## src/rtl/ex_mem_stage_reg.sv

```systemverilog
// EX->MEM pipeline register with valid bit, stall/flush control, registered branch decision
// and saturating stall/bubble counters. Define EXMEM_FWD_EN to add the FwdA/FwdB match outputs.
module ex_mem_stage_reg #(
    parameter int DATA_W     = 32,
    parameter int REG_ADDR_W = 5,
    parameter int MEM_CTRL_W = 2,
    parameter int CNT_W      = 16
) (
    input  logic                  Clk,
    input  logic                  Reset,
    input  logic                  Stall,
    input  logic                  Flush,
    input  logic                  CntClear,
    input  logic                  InValid,
    input  logic                  RegWrite,
    input  logic                  Branch,
    input  logic                  MemToReg,
    input  logic                  Jal,
    input  logic                  Zero,
    input  logic [MEM_CTRL_W-1:0] MemWrite,
    input  logic [MEM_CTRL_W-1:0] MemRead,
    input  logic [DATA_W-1:0]     RData2,
    input  logic [DATA_W-1:0]     ALUResult,
    input  logic [DATA_W-1:0]     PCAddResult,
    input  logic [DATA_W-1:0]     BranchPC,
    input  logic [REG_ADDR_W-1:0] RdReg,
`ifdef EXMEM_FWD_EN
    input  logic [REG_ADDR_W-1:0] RsEx,
    input  logic [REG_ADDR_W-1:0] RtEx,
    output logic                  FwdA,
    output logic                  FwdB,
`endif
    output logic                  OutValid,
    output logic                  RegWriteOut,
    output logic                  BranchOut,
    output logic                  MemToRegOut,
    output logic                  JalOut,
    output logic                  ZeroOut,
    output logic [MEM_CTRL_W-1:0] MemWriteOut,
    output logic [MEM_CTRL_W-1:0] MemReadOut,
    output logic [DATA_W-1:0]     RData2Out,
    output logic [DATA_W-1:0]     ALUResultOut,
    output logic [DATA_W-1:0]     PCAddResultOut,
    output logic [DATA_W-1:0]     BranchPCOut,
    output logic [REG_ADDR_W-1:0] RdRegOut,
    output logic                  PCSrcOut,
    output logic [CNT_W-1:0]      StallCount,
    output logic [CNT_W-1:0]      BubbleCount
);

    logic                  r_valid;
    logic                  r_regwrite;
    logic                  r_branch;
    logic                  r_memtoreg;
    logic                  r_jal;
    logic                  r_zero;
    logic                  r_pcsrc;
    logic [MEM_CTRL_W-1:0] r_memwrite;
    logic [MEM_CTRL_W-1:0] r_memread;
    logic [DATA_W-1:0]     r_rdata2;
    logic [DATA_W-1:0]     r_alu;
    logic [DATA_W-1:0]     r_pcadd;
    logic [DATA_W-1:0]     r_brpc;
    logic [REG_ADDR_W-1:0] r_rd;
    logic [CNT_W-1:0]      r_stall_cnt;
    logic [CNT_W-1:0]      r_bubble_cnt;

    logic w_stall_eff;
    logic w_bubble;

    function automatic logic [CNT_W-1:0] sat_inc(input logic [CNT_W-1:0] v);
        return (&v) ? v : v + CNT_W'(1);
    endfunction

    assign w_stall_eff = Stall & ~Flush;
    // A bubble is any edge that writes OutValid=0: a flush, or a load of an empty slot.
    assign w_bubble    = Flush | (~Stall & ~InValid);

    always_ff @(posedge Clk or posedge Reset) begin
        if (Reset) begin
            r_valid    <= 1'b0;
            r_regwrite <= 1'b0;
            r_branch   <= 1'b0;
            r_memtoreg <= 1'b0;
            r_jal      <= 1'b0;
            r_zero     <= 1'b0;
            r_pcsrc    <= 1'b0;
            r_memwrite <= '0;
            r_memread  <= '0;
            r_rdata2   <= '0;
            r_alu      <= '0;
            r_pcadd    <= '0;
            r_brpc     <= '0;
            r_rd       <= '0;
        end else if (Flush) begin
            r_valid    <= 1'b0;
            r_regwrite <= 1'b0;
            r_branch   <= 1'b0;
            r_memtoreg <= 1'b0;
            r_jal      <= 1'b0;
            r_zero     <= 1'b0;
            r_pcsrc    <= 1'b0;
            r_memwrite <= '0;
            r_memread  <= '0;
            r_rdata2   <= '0;
            r_alu      <= '0;
            r_pcadd    <= '0;
            r_brpc     <= '0;
            r_rd       <= '0;
        end else if (!Stall) begin
            // Controls are masked by InValid so an empty slot can never write or branch.
            r_valid    <= InValid;
            r_regwrite <= RegWrite & InValid;
            r_branch   <= Branch & InValid;
            r_memtoreg <= MemToReg & InValid;
            r_jal      <= Jal & InValid;
            r_zero     <= Zero & InValid;
            r_pcsrc    <= Branch & Zero & InValid;
            r_memwrite <= InValid ? MemWrite : '0;
            r_memread  <= InValid ? MemRead : '0;
            r_rdata2   <= RData2;
            r_alu      <= ALUResult;
            r_pcadd    <= PCAddResult;
            r_brpc     <= BranchPC;
            r_rd       <= RdReg;
        end
    end

    always_ff @(posedge Clk or posedge Reset) begin
        if (Reset) begin
            r_stall_cnt  <= '0;
            r_bubble_cnt <= '0;
        end else if (CntClear) begin
            r_stall_cnt  <= '0;
            r_bubble_cnt <= '0;
        end else begin
            if (w_stall_eff) r_stall_cnt  <= sat_inc(r_stall_cnt);
            if (w_bubble)    r_bubble_cnt <= sat_inc(r_bubble_cnt);
        end
    end

    assign OutValid       = r_valid;
    assign RegWriteOut    = r_regwrite;
    assign BranchOut      = r_branch;
    assign MemToRegOut    = r_memtoreg;
    assign JalOut         = r_jal;
    assign ZeroOut        = r_zero;
    assign PCSrcOut       = r_pcsrc;
    assign MemWriteOut    = r_memwrite;
    assign MemReadOut     = r_memread;
    assign RData2Out      = r_rdata2;
    assign ALUResultOut   = r_alu;
    assign PCAddResultOut = r_pcadd;
    assign BranchPCOut    = r_brpc;
    assign RdRegOut       = r_rd;
    assign StallCount     = r_stall_cnt;
    assign BubbleCount    = r_bubble_cnt;

`ifdef EXMEM_FWD_EN
    // Loads (MemToReg) are excluded: their result is not available until after MEM.
    assign FwdA = r_valid & r_regwrite & ~r_memtoreg & (r_rd != '0) & (r_rd == RsEx);
    assign FwdB = r_valid & r_regwrite & ~r_memtoreg & (r_rd != '0) & (r_rd == RtEx);
`endif

endmodule

```

## config.mk

```make
export PLATFORM = sky130hd
export DESIGN_NAME = ex_mem_stage_reg
export DESIGN_NICKNAME = d
export VERILOG_FILES = /design/src/rtl/ex_mem_stage_reg.sv
export SDC_FILE = /design/constraint.sdc
export NUM_CORES = 1
export LEC_CHECK = 0
export BUFFER_PORTS_ARGS = -buffer_cell sky130_fd_sc_hd__buf_4
export CELL_PAD_IN_SITES_DETAIL_PLACEMENT = 1
export CELL_PAD_IN_SITES_GLOBAL_PLACEMENT = 2
export CORE_MARGIN = 2
export CORE_UTILIZATION = 29
export DETAILED_ROUTE_END_ITERATION = 7
export GPL_ROUTABILITY_DRIVEN = 0
export PLACE_DENSITY = 0.82
export SYNTH_ARGS = -nofsm -noshare
export SYNTH_HDL_FRONTEND = slang
export SYNTH_SLANG_ARGS = --single-unit
```

## constraint.sdc

```tcl
create_clock -name Clk -period 8.45 [get_ports Clk]
set_clock_uncertainty 0.05 [all_clocks]
set_input_delay 1.69 -clock Clk [delete_from_list [all_inputs] [get_ports Clk]]
set_output_delay 1.69 -clock Clk [all_outputs]
set_load 0.02 [all_outputs]
```

# Yosys cells after proc, flatten, opt, wreduce, memory -nomap -nowiden
# Index checks and enable logic that the tools add are counted.
[word_totals]
regBits = 176
in_bits = 148
wordCells = 76
output_inout_bits = 176
[op_classes]
add_sub_neg = 2
n_eq_ne = 3
bitwise = 13
reduce_logical = 6
n_mux = 36
[op_table]
columns = ["op", "n"]
rows = [
  ["$mux W32", 8],
  ["$mux W16", 6],
  ["$add A16 B1 Y16 const B", 2],
  ["$reduce_and A16 Y1", 2],
  ["$mux W1", 14],
  ["$mux W2", 6],
  ["$mux W5", 2],
  ["$and A1 B1 Y1", 9],
  ["$ne A2 B2 Y1 const B", 2],
  ["$reduce_and A2 Y1", 2],
  ["$reduce_bool A2 Y1", 2],
  ["$not A1 Y1", 3],
  ["$ne A2 B1 Y1 const B", 1],
  ["$or A1 B1 Y1", 1],
]

# Depth between registers and ports, before layout
[logic_depth]
word_depth = 5
ltp_mapped = 6
mapped_depth_nobuf = 5

# Worst setup path before layout
# OpenSTA, ideal clock, no wires.
[synth_timing]
path_type = "input to register"
start = "input port Stall"
end = "register r_bubble_cnt[12] (netlist: BubbleCount[12])"
path_slack_ns = 5.371
n_path_buf = 2
cell_stages = 6
setup_time_ns = 0.078
required_time_ns = 8.322
arrival_ns = 2.952
cell_sequence = "buf_6 o21bai_4 or3b_1 buf_2 or4_1 a21oi_1"
[synth_between]
elab_chain_len = 5
[synth_lines]
columns = ["item", "line_no", "rtl"]
rows = [
  ["start, declared", "11", "input logic Stall,"],
  ["$not A1 Y1", "77", "assign w_bubble = Flush | (~Stall & ~InValid);"],
  ["$and A1 B1 Y1", "77", ""],
  ["$or A1 B1 Y1", "77", ""],
  ["$reduce_bool A2 Y1 (no source line)", "-", ""],
  ["$reduce_and A2 Y1 (no source line)", "-", ""],
  ["end signal, assigned", "138", "if (w_bubble) r_bubble_cnt <= sat_inc(r_bubble_cnt);"],
  ["end, declared", "66", "logic [CNT_W-1:0] r_bubble_cnt;"],
]
# No other way between the ends.
# A chain may end at the register's enable or synchronous reset.

# Worst setup path in the final report
[layout_timing]
start = "input port Stall"
end = "register r_stall_cnt[3] (netlist: StallCount[3])"
[layout_between]
elab_chain_len = 3
[layout_lines]
columns = ["item", "line_no", "rtl"]
rows = [
  ["$and A1 B1 Y1", "75", "assign w_stall_eff = Stall & ~Flush;"],
  ["$reduce_bool A2 Y1 (no source line)", "-", ""],
  ["$reduce_and A2 Y1 (no source line)", "-", ""],
  ["end signal, assigned", "137", "if (w_stall_eff) r_stall_cnt <= sat_inc(r_stall_cnt);"],
  ["end, declared", "65", "logic [CNT_W-1:0] r_stall_cnt;"],
]
# No other way between the ends.

==> results.yml <==
timing:
  setup_viol: 0
  fin_crit_sh: 0.504
  maxSlewViolCount: 0
  worstMarginPinSlew_ns: 1.08
  max-slew-margin-rel: 0.279
  rsz0062_at_grt: "false"
  hold_violations: 0
  fin_tns_setup_ns: 0
  min_period_ns: 4.26
  fmax_mhz: 235
global_routing:
  antenna_found_initial: 0
  grt_pass1_wl_um: 38800
  overflow: 0
  track_usage: 0.176
  grt_pass1_vias: 6905
  grt_max_degree: 91
critical_path:
  worst_setup_path_end_kind: "flop"
  path_delay_family: "buffers and inverters"
  worstSetupPathType: "in -> reg"
  worst-endpoint-required_ns: 8.74
  r2r-start: "BubbleCount[0]$_DFFE_PP0P_"
  max_stage_delay_ns: 0.94
  crit_buf_inv: 2
  reg2reg_to: "BubbleCount[1]$_DFFE_PP0P_"
  crit_path_max_fanout: 90
  cp_slowest_cell: "buf_4"
  r2r_setup_slack_ns: 6.16
  start_kind: "input pin"
  reg2reg_depth: 5
  worstPathArrival_ns: 4.55
  path_cells: "clkbuf_8 > buf_4 > nand2b_1 > or4_1 > a21oi_1"
floorplan:
  die_x_um: 166
  start_util: 0.295
  die_area_mm2: 0.0276
  rows: 59
  pin_count: 324
  die_height_um: 166
  core_mm2: 0.0259
power:
  irDropWorstVdd_v: 0.0000947
  power_density_mw_per_mm2: 184
  p_leak_nw: 5.64
detailed_routing:
  first_pass_iters: 4
  avgRoutedWirePerCell_um: 18.4
  dr.first_iter.drc_count: 331
  wirelength_um: 24400
  drt_drc_violations_left: 0
  ant_nets: 0
  viasPerCell: 4.82
  via_count: 6390
cts:
  clk_path_buf_depth: 2
  cts_root_buffer: "clkbuf_16"
  cts_resized: 0
  cts_buffers: 17
  clock_latency_ns: 0.42
  cts_tree: "yes"
  clock-sinks: 176
  h-tree-depth: 4
  postCtsHoldBufs: 0
  clkTransAtPathRegs_ns: 0.07
  post_cts_buffers: 0
min_path:
  holdPathStages: 2
  hold_path_end: "MemReadOut[0]$_DFFE_PP0N_"
  hp-class: "reg -> reg"
  hp-start: "MemReadOut[0]$_DFFE_PP0N_"
yosys:
  yosys_warnings: 0
  netlist_instances: 674
  synth_commonest_cells: "dfrtp_1, nor2_1, mux2i_1"
  syn_avg_cell_area_um2: 11.3
  synth_ff_type: "dfrtp_1"
  async_flop_share: 1.00
  synth_top_cell_by_area: "dfrtp_1"
  syn_area_mm2: 0.00763
  ys_seq_area_frac: 0.577
  yosys.area.top_type_share: 0.577
  synth_most_common_cell: "dfrtp_1"
  synth.distinct_cells: 44
  ys_ff_latch: 176
  netlist_top_cells_area: "dfrtp_1, mux2i_1, nor2_1"
  synth_edf_count: 0
  syn-num-nets: 824
final_layout:
  drive_above_1_share: 0.379
  diodes: 0
  post-route-util: 0.422
  layout-area-overhead-vs-synth_pct: 43.2
  fin_nets: 1130
run:
  drv_cap: 0
status:
  status: "finished clean"
place:
  port_buffers: 323
  dp_hpwl_um: 17300
-- cell type report --
cell class	count	area [um^2]
Inverter	5	23.8
Clock buffer	17	425
Tap cell	335	419
Sequential cell	176	4400
Fill cell	2915	15000
Multi-Input combinational cell	453	3030
Clock inverter	14	168
Timing Repair Buffer	327	2460
-- worst min-delay path: cells and delay by family (launching register included) --
kind            cells  cell delay, ns
flops               1            0.35
simple gates        1            0.07
compound gates      1            0.06
-- registers in the layout, summed over array words and instances (netlist names) --
signal and flops:
BubbleCount 16, ALUResultOut 32, PCAddResultOut 32, RData2Out 32, StallCount 16, RegWriteOut 1
JalOut 1, MemWriteOut 2, MemReadOut 2, BranchPCOut 32, MemToRegOut 1, BranchOut 1
PCSrcOut 1, ZeroOut 1, RdRegOut 5, OutValid 1
-- per-layer routing --
| metal | GRT usage | part of all wire | vias up |
|---|---|---|---|
| li1 | - | - | 2955 |
| met4 | 0.0491 | 0.018 | 0 |
| met3 | 0.0646 | 0.081 | 25 |
| met1 | 0.210 | 0.41 | 3210 |
| met5 | 0 | 0 | - |
| met2 | 0.299 | 0.50 | 200 |
-- kinds of logic (layout without fill, tap and decap cells) --
logic type | after synthesis | count (layout) | share of synthesized area
and+or+nand+nor | 247 | 247 | 0.152
muxes | 141 | 141 | 0.186
buffers and inverters | 45 | 363 | 0.0259
DFF | 176 | 176 | 0.577
AOI/OAI and AO/OA | 62 | 62 | 0.0548
xor gates and xnor gates | 1 | 1 | 0.00115
adders and majority gates | 2 | 2 | 0.00328
-- worst max path at each step --
stage,from,endpoint,slack (ns),cells past startpoint
floorplan,Reset,ALUResultOut[0]$_DFFE_PP0N_,1.94,1
global placement,Stall,StallCount[0]$_DFFE_PP0P_,3.78,5
CTS,Stall,StallCount[0]$_DFFE_PP0P_,4.26,5
detailed placement,Stall,StallCount[0]$_DFFE_PP0P_,3.88,5
finish,Stall,StallCount[3]$_DFFE_PP0P_,4.19,5
global route,Stall,StallCount[3]$_DFFE_PP0P_,4.03,5
-- per-stage QoR --
stage	std cells	power [mW]	setup slack, ns	cell area, um^2	hold slack, ns
after global routing	1327	2.11	4.03	10900	0.507
after global placement	1296	1.22	3.78	10300	0.448
final	1327	2.02	4.19	10900	0.474
after CTS	1327	2.05	4.26	10900	0.476
after detailed placement	1296	1.23	3.88	10300	0.457
after floorplan	674	1.07	1.94	7630	0.571
-- where the power goes --
group / internal, mW / switching (mW) / total (mW)
Sequential: 0.881 / 0.0260 / 0.907
Clock: 0.423 / 0.388 / 0.811
Combinational: 0.137 / 0.161 / 0.299
-- placed cells by master (no fill, tap or decap), types with 5 or more instances in the layout --
master	instances
buf_4	326
mux2_2	6
clkbuf_16	17
nor2b_1	7
nand3_1	8
mux2i_1	135
or3_1	7
a21oi_1	25
nor2_1	160
o21ai_0	7
dfrtp_1	176
o31ai_1	12
nand4_1	10
nand2_1	15
or4_1	10
and4_1	5
a22oi_1	6
No activity file was read; power rests on OpenSTA's default activity.
